<file path="src/rtl/syn_fgyrus_butterfly_if.sv">
// rtl/syn_fgyrus_butterfly_if.sv - sample/twiddle input and result output bus of the fgyrus butterfly
interface syn_fgyrus_butterfly_if #(
    parameter int SAMPLE_W = 32,
    parameter int TWDL_W   = 10
);
    logic signed [SAMPLE_W-1:0] sample_a_real;
    logic signed [SAMPLE_W-1:0] sample_a_im;
    logic signed [SAMPLE_W-1:0] sample_b_real;
    logic signed [SAMPLE_W-1:0] sample_b_im;
    logic signed [TWDL_W-1:0]   twdl_real;
    logic signed [TWDL_W-1:0]   twdl_im;
    logic                       samples_rdy;
    logic                       err_clr;
    logic signed [SAMPLE_W-1:0] data_real;
    logic signed [SAMPLE_W-1:0] data_im;
    logic                       data_rdy;
    logic                       butter_busy;
    logic                       butter_err;

    modport master (
        output sample_a_real, sample_a_im, sample_b_real, sample_b_im,
        output twdl_real, twdl_im, samples_rdy, err_clr,
        input  data_real, data_im, data_rdy, butter_busy, butter_err
    );

    modport slave (
        input  sample_a_real, sample_a_im, sample_b_real, sample_b_im,
        input  twdl_real, twdl_im, samples_rdy, err_clr,
        output data_real, data_im, data_rdy, butter_busy, butter_err
    );
endinterface

</file>
<file path="src/rtl/syn_fgyrus_butterfly.sv">
// rtl/syn_fgyrus_butterfly.sv - radix-2 DIT butterfly, X0 = A+B*W then X1 = A-B*W, 3-cycle latency
// Optional output saturation: define SYN_FGYRUS_BUTTER_SAT_EN (default build wraps to SAMPLE_W bits).
module syn_fgyrus_butterfly #(
    parameter int SAMPLE_W = 32,
    parameter int TWDL_W   = 10
) (
    input  logic                   clk,
    input  logic                   rst,
    syn_fgyrus_butterfly_if.slave  bus
);
    localparam int PW = SAMPLE_W + TWDL_W + 1;
    localparam int SH = TWDL_W - 2;
    localparam int XW = SAMPLE_W + 1;

    // Stage 1: registered inputs
    logic                       s1_valid;
    logic signed [SAMPLE_W-1:0] a_r1, a_i1, b_r1, b_i1;
    logic signed [TWDL_W-1:0]   w_r1, w_i1;
    // Stage 2: full-precision product and delayed A
    logic                       s2_valid;
    logic signed [SAMPLE_W-1:0] a_r2, a_i2;
    logic signed [PW-1:0]       pr2, pi2;
    // Stage 3: output registers and the held second result
    logic signed [SAMPLE_W-1:0] data_real_q, data_im_q, x1_r_q, x1_i_q;
    logic                       data_rdy_q, x1_pend, err_q;

    logic accept, reject;
    assign accept = bus.samples_rdy && !s1_valid;
    assign reject = bus.samples_rdy && s1_valid;

    logic signed [PW-1:0] br_x, bi_x, wr_x, wi_x, pr_c, pi_c;
    assign br_x = {{(PW-SAMPLE_W){b_r1[SAMPLE_W-1]}}, b_r1};
    assign bi_x = {{(PW-SAMPLE_W){b_i1[SAMPLE_W-1]}}, b_i1};
    assign wr_x = {{(PW-TWDL_W){w_r1[TWDL_W-1]}}, w_r1};
    assign wi_x = {{(PW-TWDL_W){w_i1[TWDL_W-1]}}, w_i1};
    assign pr_c = br_x * wr_x - bi_x * wi_x;
    assign pi_c = br_x * wi_x + bi_x * wr_x;

    // Slicing above SH is the arithmetic right shift (floor) of the scaled product
    logic signed [XW-1:0] p_r, p_i, a_rx, a_ix, x0_r, x0_i, x1_r, x1_i;
    assign p_r  = pr2[SH+XW-1:SH];
    assign p_i  = pi2[SH+XW-1:SH];
    assign a_rx = {a_r2[SAMPLE_W-1], a_r2};
    assign a_ix = {a_i2[SAMPLE_W-1], a_i2};
    assign x0_r = a_rx + p_r;
    assign x0_i = a_ix + p_i;
    assign x1_r = a_rx - p_r;
    assign x1_i = a_ix - p_i;

    logic signed [SAMPLE_W-1:0] y0_r, y0_i, y1_r, y1_i;
    always_comb begin
        y0_r = x0_r[SAMPLE_W-1:0];
        y0_i = x0_i[SAMPLE_W-1:0];
        y1_r = x1_r[SAMPLE_W-1:0];
        y1_i = x1_i[SAMPLE_W-1:0];
`ifdef SYN_FGYRUS_BUTTER_SAT_EN
        // Top two bits disagree only when the SAMPLE_W+1 result is out of range
        if (x0_r[XW-1] != x0_r[XW-2]) y0_r = x0_r[XW-1] ? {1'b1, {(SAMPLE_W-1){1'b0}}} : {1'b0, {(SAMPLE_W-1){1'b1}}};
        if (x0_i[XW-1] != x0_i[XW-2]) y0_i = x0_i[XW-1] ? {1'b1, {(SAMPLE_W-1){1'b0}}} : {1'b0, {(SAMPLE_W-1){1'b1}}};
        if (x1_r[XW-1] != x1_r[XW-2]) y1_r = x1_r[XW-1] ? {1'b1, {(SAMPLE_W-1){1'b0}}} : {1'b0, {(SAMPLE_W-1){1'b1}}};
        if (x1_i[XW-1] != x1_i[XW-2]) y1_i = x1_i[XW-1] ? {1'b1, {(SAMPLE_W-1){1'b0}}} : {1'b0, {(SAMPLE_W-1){1'b1}}};
`endif
    end

    logic unused_bits;
    assign unused_bits = ^{pr2[PW-1:SH+XW], pr2[SH-1:0], pi2[PW-1:SH+XW], pi2[SH-1:0],
                           x0_r[XW-1], x0_i[XW-1], x1_r[XW-1], x1_i[XW-1]};

    always_ff @(posedge clk or negedge rst) begin
        if (!rst) begin
            s1_valid <= 1'b0;
            a_r1 <= '0; a_i1 <= '0; b_r1 <= '0; b_i1 <= '0;
            w_r1 <= '0; w_i1 <= '0;
            s2_valid <= 1'b0;
            a_r2 <= '0; a_i2 <= '0; pr2 <= '0; pi2 <= '0;
            data_real_q <= '0; data_im_q <= '0; data_rdy_q <= 1'b0;
            x1_r_q <= '0; x1_i_q <= '0; x1_pend <= 1'b0;
            err_q <= 1'b0;
        end else begin
            s1_valid <= accept;
            if (accept) begin
                a_r1 <= bus.sample_a_real;
                a_i1 <= bus.sample_a_im;
                b_r1 <= bus.sample_b_real;
                b_i1 <= bus.sample_b_im;
                w_r1 <= bus.twdl_real;
                w_i1 <= bus.twdl_im;
            end

            s2_valid <= s1_valid;
            if (s1_valid) begin
                a_r2 <= a_r1;
                a_i2 <= a_i1;
                pr2  <= pr_c;
                pi2  <= pi_c;
            end

            // Accepted pairs are at least 2 cycles apart, so s2_valid and x1_pend never coincide
            data_rdy_q <= 1'b0;
            if (s2_valid) begin
                data_real_q <= y0_r;
                data_im_q   <= y0_i;
                x1_r_q      <= y1_r;
                x1_i_q      <= y1_i;
                x1_pend     <= 1'b1;
                data_rdy_q  <= 1'b1;
            end else if (x1_pend) begin
                data_real_q <= x1_r_q;
                data_im_q   <= x1_i_q;
                x1_pend     <= 1'b0;
                data_rdy_q  <= 1'b1;
            end

            if (reject)
                err_q <= 1'b1;
            else if (bus.err_clr)
                err_q <= 1'b0;
        end
    end

    assign bus.data_real   = data_real_q;
    assign bus.data_im     = data_im_q;
    assign bus.data_rdy    = data_rdy_q;
    assign bus.butter_busy = s1_valid;
    assign bus.butter_err  = err_q;
endmodule

</file>
<file path="src/flat_wrapper.sv">
// flat-port wrapper written by rule: the top's interface ports become plain ports
module syn_fgyrus_butterfly_flat 
#(
    parameter int SAMPLE_W = 32,
    parameter int TWDL_W   = 10
)
  (clk, rst, bus_sample_a_real, bus_sample_a_im, bus_sample_b_real, bus_sample_b_im, bus_twdl_real, bus_twdl_im, bus_samples_rdy, bus_err_clr, bus_data_real, bus_data_im, bus_data_rdy, bus_butter_busy, bus_butter_err);
  syn_fgyrus_butterfly_if #(.SAMPLE_W(SAMPLE_W), .TWDL_W(TWDL_W)) bus_i ();
  input  logic clk;
  input  logic rst;
  input wire logic [$bits(bus_i.sample_a_real)-1:0] bus_sample_a_real;
  input wire logic [$bits(bus_i.sample_a_im)-1:0] bus_sample_a_im;
  input wire logic [$bits(bus_i.sample_b_real)-1:0] bus_sample_b_real;
  input wire logic [$bits(bus_i.sample_b_im)-1:0] bus_sample_b_im;
  input wire logic [$bits(bus_i.twdl_real)-1:0] bus_twdl_real;
  input wire logic [$bits(bus_i.twdl_im)-1:0] bus_twdl_im;
  input wire logic [$bits(bus_i.samples_rdy)-1:0] bus_samples_rdy;
  input wire logic [$bits(bus_i.err_clr)-1:0] bus_err_clr;
  output wire logic [$bits(bus_i.data_real)-1:0] bus_data_real;
  output wire logic [$bits(bus_i.data_im)-1:0] bus_data_im;
  output wire logic [$bits(bus_i.data_rdy)-1:0] bus_data_rdy;
  output wire logic [$bits(bus_i.butter_busy)-1:0] bus_butter_busy;
  output wire logic [$bits(bus_i.butter_err)-1:0] bus_butter_err;
  assign bus_i.sample_a_real = bus_sample_a_real;
  assign bus_i.sample_a_im = bus_sample_a_im;
  assign bus_i.sample_b_real = bus_sample_b_real;
  assign bus_i.sample_b_im = bus_sample_b_im;
  assign bus_i.twdl_real = bus_twdl_real;
  assign bus_i.twdl_im = bus_twdl_im;
  assign bus_i.samples_rdy = bus_samples_rdy;
  assign bus_i.err_clr = bus_err_clr;
  assign bus_data_real = bus_i.data_real;
  assign bus_data_im = bus_i.data_im;
  assign bus_data_rdy = bus_i.data_rdy;
  assign bus_butter_busy = bus_i.butter_busy;
  assign bus_butter_err = bus_i.butter_err;
  syn_fgyrus_butterfly #(.SAMPLE_W(SAMPLE_W), .TWDL_W(TWDL_W)) u_core (.clk(clk), .rst(rst), .bus(bus_i));
endmodule
</file>
<file path="config.mk">
export PLATFORM = sky130hd
export DESIGN_NAME = syn_fgyrus_butterfly_flat
export DESIGN_NICKNAME = d
export VERILOG_FILES = /design/src/rtl/syn_fgyrus_butterfly_if.sv /design/src/rtl/syn_fgyrus_butterfly.sv /design/src/flat_wrapper.sv
export SDC_FILE = /design/constraint.sdc
export NUM_CORES = 2
export LEC_CHECK = 0
export CORE_MARGIN = 1
export CORE_UTILIZATION = 58
export CTS_CLUSTER_SIZE = 40
export DETAILED_ROUTE_END_ITERATION = 7
export PLACE_DENSITY = 0.79
export SLEW_MARGIN = 20
export SYNTH_ARGS = -nofsm -noshare
export SYNTH_HDL_FRONTEND = slang
export SYNTH_SLANG_ARGS = --single-unit
</file>
<file path="constraint.sdc">
create_clock -name clk -period 6.4 [get_ports clk]
set_input_delay 0.96 -clock clk [delete_from_list [all_inputs] [get_ports clk]]
set_output_delay 0.96 -clock clk [all_outputs]
set_load 0.005 [all_outputs]
</file>
== After elaboration in Yosys (flattened, before gate mapping) ==
Index checks and enable logic that the tools add are counted.

* Add/sub/neg operators: 6
* Multipliers: 4
* Muxes and demuxes: 9
* Reductions and logical operators: 5

{| class="wikitable"
|+ Operators with widths
! cell !! count
|-
| 32-bit by 10-bit multiplier with 40-bit output || 4
|-
| 32-bit two-way mux || 4
|-
| 32-bit adder || 2
|-
| 32-bit subtractor || 2
|-
| 40-bit adder || 1
|-
| 40-bit subtractor || 1
|-
| 1-bit two-way mux || 5
|-
| 2-bit nonzero test || 2
|-
| 1-bit logical AND || 2
|-
| 1-bit logical NOT || 1
|}

* Bits of input ports: 152
* Register bits after elaboration: 425
* Output and inout bits: 67

== Longest topological paths before layout ==
* Depth in word-level cells: 2
* Depth in mapped cells: 28
* Gate-level depth less buffers: 26

== Least setup slack after synthesis ==
Ideal clock, no wire load.

* Path kind: register -> register
* From: register u_core.w_r1[0]
* To: register u_core.pr2[37]
* Buffers on the path: 2
* Cell stages (with the launch flop): 26
* Data arrival time: 6784 ps
* Path slack: -530 ps
* Library setup time: 146 ps
* Cell sequence: dfrtp_1 -> clkbuf_1 -> buf_1 -> nand2_1 -> fa_1 -> inv_1 -> fa_1 -> inv_1 -> fa_1 -> inv_1 -> fa_1 -> fa_1 -> inv_1 -> fa_1 -> inv_1 -> fa_1 -> ha_1 -> a211o_1 -> or4_1 -> nand3_2 -> o211ai_2 -> a211oi_2 -> o21bai_1 -> a21o_1 -> xnor2_1 -> mux2i_1

* Word-level cells in the longest chain between the ends: 2

{| class="wikitable"
|+ RTL lines
! element !! line !! RTL
|-
| from (decl) || syn_fgyrus_butterfly.sv:18 || <nowiki>logic signed [TWDL_W-1:0] w_r1, w_i1;</nowiki>
|-
| from (signal assigned) || syn_fgyrus_butterfly.sv:86 || <nowiki>w_r1 <= bus.twdl_real;</nowiki>
|-
| 32-bit by 10-bit multiplier with 40-bit output || syn_fgyrus_butterfly.sv:36 || <nowiki>assign pr_c = br_x * wr_x - bi_x * wi_x;</nowiki>
|-
| 40-bit subtractor || syn_fgyrus_butterfly.sv:36 ||
|-
| to (signal assigned) || syn_fgyrus_butterfly.sv:94 || <nowiki>pr2 <= pr_c;</nowiki>
|-
| to (decl) || syn_fgyrus_butterfly.sv:22 || <nowiki>logic signed [PW-1:0] pr2, pi2;</nowiki>
|}

No other way between the ends.
A chain may end at the register's enable or synchronous reset.

== Worst setup path after layout ==
* From: register u_core.w_r1[9]
* To: register u_core.pr2[38]

The elaborated chain is that of the path after synthesis.

==> results.sh <==
export IMPL_dr_pass1_iters=6
export IMPL_synth_cell_type_count=87
export IMPL_synth_most_common_cell="inv_1"
export IMPL_setup_viol=47
export IMPL_met2WireLength_mm=80.7
export IMPL_slowest_stage="fa_1"
export IMPL_fin_crit_sh_pct=109
export IMPL_worstPathRequired_ps=6880
export IMPL_finalSetupTns_ps=-17220
export IMPL_synthFlopType="dfrtp_1"
export IMPL_clock_sinks=409
export IMPL_status="finished, violations left"
export IMPL_critPathTopFamily="adder cells"
export IMPL_ys_seq_area_share_pct=16.3
export IMPL_async_flop_share_pct=100
export IMPL_synth_top_area_share_pct=37.6
export IMPL_wl_met3_mm=16.0
export IMPL_dp_hpwl_mm=136
export IMPL_cts_root_buf="clkbuf_16"
export IMPL_hold_buffers=0
export IMPL_synth_edff_count=0
export IMPL_wirelength_mm=173
export IMPL_cp_depth=26
export IMPL_grt_overflow=0
export IMPL_port_buffers=218
export IMPL_h_tree_depth=2
export IMPL_worstSetupStartpointType="flip-flop"
export IMPL_grt_max_degree=163
export IMPL_antenna_found_initial=2
export IMPL_cpMostUsedCell="fa_1"
export IMPL_max_slew_margin_rel_pct=29.4
export IMPL_cts_tree="done"
export IMPL_grt_use_total_pct=32.4
export IMPL_syn_avg_cell_area_um2=9.54
export IMPL_max_freq_mhz=143
export IMPL_ff2ff_path_depth=26
export IMPL_setup_ws_ps=-578
export IMPL_row_count=120
export IMPL_m1WireLength_mm=68.0
export IMPL_nNetsFinal=8770
export IMPL_drc_errors=0
export IMPL_detail_route_wl_per_cell_um=20.3
export IMPL_die_w_um=331
export IMPL_violations="setup timing"
export IMPL_syn_num_nets=8324
export IMPL_r2r_slack_ps=-580
export IMPL_cts_buffers=50
export IMPL_vias_per_cell=5.57
export IMPL_die_h_um=331
export IMPL_grt_pass1_wl_mm=277
export IMPL_drtIter0Drc=3513
export IMPL_place_gp_congestion=0.964
export IMPL_drv_slew=0
export IMPL_critPathBufInv=9
export IMPL_tightest_slew_ps=1060
export IMPL_yosysTopAreaCell="fa_1"
export IMPL_ant_nets=0
export IMPL_r2r_end="u_core.pr2[38]"
export IMPL_synth_seq_cells=409
export IMPL_clk_path_buf_depth=3
export IMPL_synthCells=6596
export IMPL_die_area_mm2=0.110
export IMPL_crit_type="reg -> reg"
export IMPL_synthTopCellsByCount="inv_1, fa_1, nand2_1"
export IMPL_core_mm2=0.107
export IMPL_r2r_start="u_core.w_r1[9]"
export IMPL_insertion_delay_ps=690
export IMPL_hold_class="in -> async"
export IMPL_critPathMaxFanout=10
export IMPL_hold_violations=0
export IMPL_arrival_ps=7460
export IMPL_grt_pass1_vias=51262
export IMPL_max_cap_violations=0
export IMPL_io_pins=219
export IMPL_endpoint_kind="flip-flop"
export IMPL_top_layer="met4"
export IMPL_period_needed_ps=6980
export IMPL_rsz0062_at_grt="true"
export IMPL_ys_warn_count=0
export IMPL_vias=47278
export IMPL_synth_area_leaders="fa_1, dfrtp_1, inv_1"
export IMPL_syn_to_final_growth_pct=17.0
export IMPL_drive_gt1_share_pct=16.4
export IMPL_clkTransAtPathRegs_ps=60
export IMPL_skew_ps=63.8
export IMPL_synthesis_area_mm2=0.0629
export IMPL_nFillCells=7888
export IMPL_start_util_pct=58.6
export IMPL_max_stage_delay_ps=590
-- metal layers --
metal / track usage [%] / vias to the layer above
met2: 51.6 / 2075
met3: 7.37 / 468
met5: 0 / -
met1: 42.9 / 24140
li1: - / 20595
met4: 13.2 / 0
-- state kept, by name, indices dropped and copies added, names as in the netlist, 32 cells and up --
signal                count
u_core.a_r1              32
u_core.x1_i_q            32
u_core.a_i1              32
u_core.bus.data_real     32
u_core.a_r2              32
u_core.b_r1              32
u_core.b_i1              32
u_core.a_i2              32
u_core.bus.data_im       32
u_core.pr2               32
u_core.pi2               32
u_core.x1_r_q            32
-- metrics by stage --
stage | hold WS [ps] | cells | instance area, um2 | setup WS, ps | util, %
2_1_floorplan | 352 | 6596 | 63300 | -195 | -
3_3_place_gp | 461 | 8346 | 70100 | -706 | 65.3
3_5_place_dp | 472 | 8346 | 70100 | -790 | 65.3
4_1_cts | 414 | 8468 | 72900 | -516 | 67.9
5_1_grt | 473 | 8487 | 73600 | -809 | 68.5
6_report | 401 | 8488 | 73600 | -578 | 68.5
-- what timing repair did --
item	4_1_cts	5_1_grt
pin swaps	132	81
gates resized for setup	156	124
buffers inserted	30	17
endpoints found under the setup margin	55	57
cloned	3	3
-- cell usage in the layout (no fill, tap or decap), types with 82 or more instances in the layout --
cell / n
inv_1: 1386
o21ai_0: 119
fa_1: 1147
a21oi_1: 127
nor2_1: 178
and2_1: 461
nor2b_1: 82
ha_1: 370
xnor2_1: 159
mux2_2: 262
clkdlybuf4s50_1: 217
dfrtp_1: 377
buf_4: 449
nand2_1: 801
-- cells by family after synthesis --
kind of cell    after synthesis  synth area share (%)
compound gates              531                  5.35
xor+xnor                    226                  3.15
fa+ha+maj                  1576                  45.4
buf+inv                    1783                  10.7
flops                       409                  16.3
mux                         325                  5.69
simple gates               1746                  13.4
-- worst reg2reg max path: cells and delay by family, from the launching register on --
family | cells | cell delay (ps)
DFF | 1 | 560
muxes | 1 | 90
and+or+nand+nor | 3 | 450
AOI/OAI and AO/OA | 4 | 760
buffers and inverters | 9 | 950
xor gates and xnor gates | 1 | 160
adders and majority gates | 8 | 3820
-- layout make-up --
type | instances | area (um2) | area share [%]
well taps | 1403 | 1760 | 2.39
flip-flops and latches | 409 | 10300 | 14.0
multi-input cells | 4404 | 46900 | 63.8
inverters | 1407 | 5290 | 7.18
diodes | 1 | 2.50 | 0.00340
clock buffers | 70 | 1460 | 1.98
repair buffers | 770 | 7480 | 10.2
clock inverters | 24 | 370 | 0.503
-- worst max-delay path by stage --
stage                    from              to  slack, ps
5_1_grt        u_core.w_r1[9]  u_core.pr2[38]       -810
6_report       u_core.w_r1[9]  u_core.pr2[38]       -580
2_1_floorplan  u_core.w_i1[4]  u_core.pr2[37]       -190
3_3_place_gp   u_core.b_i1[5]  u_core.pi2[28]       -710
3_5_place_dp   u_core.b_i1[5]  u_core.pi2[28]       -790
4_1_cts        u_core.w_r1[4]  u_core.pi2[37]       -520
Power is not shown: default switching activity piles up to over one toggle a cycle in this logic, so the estimate is an artifact.
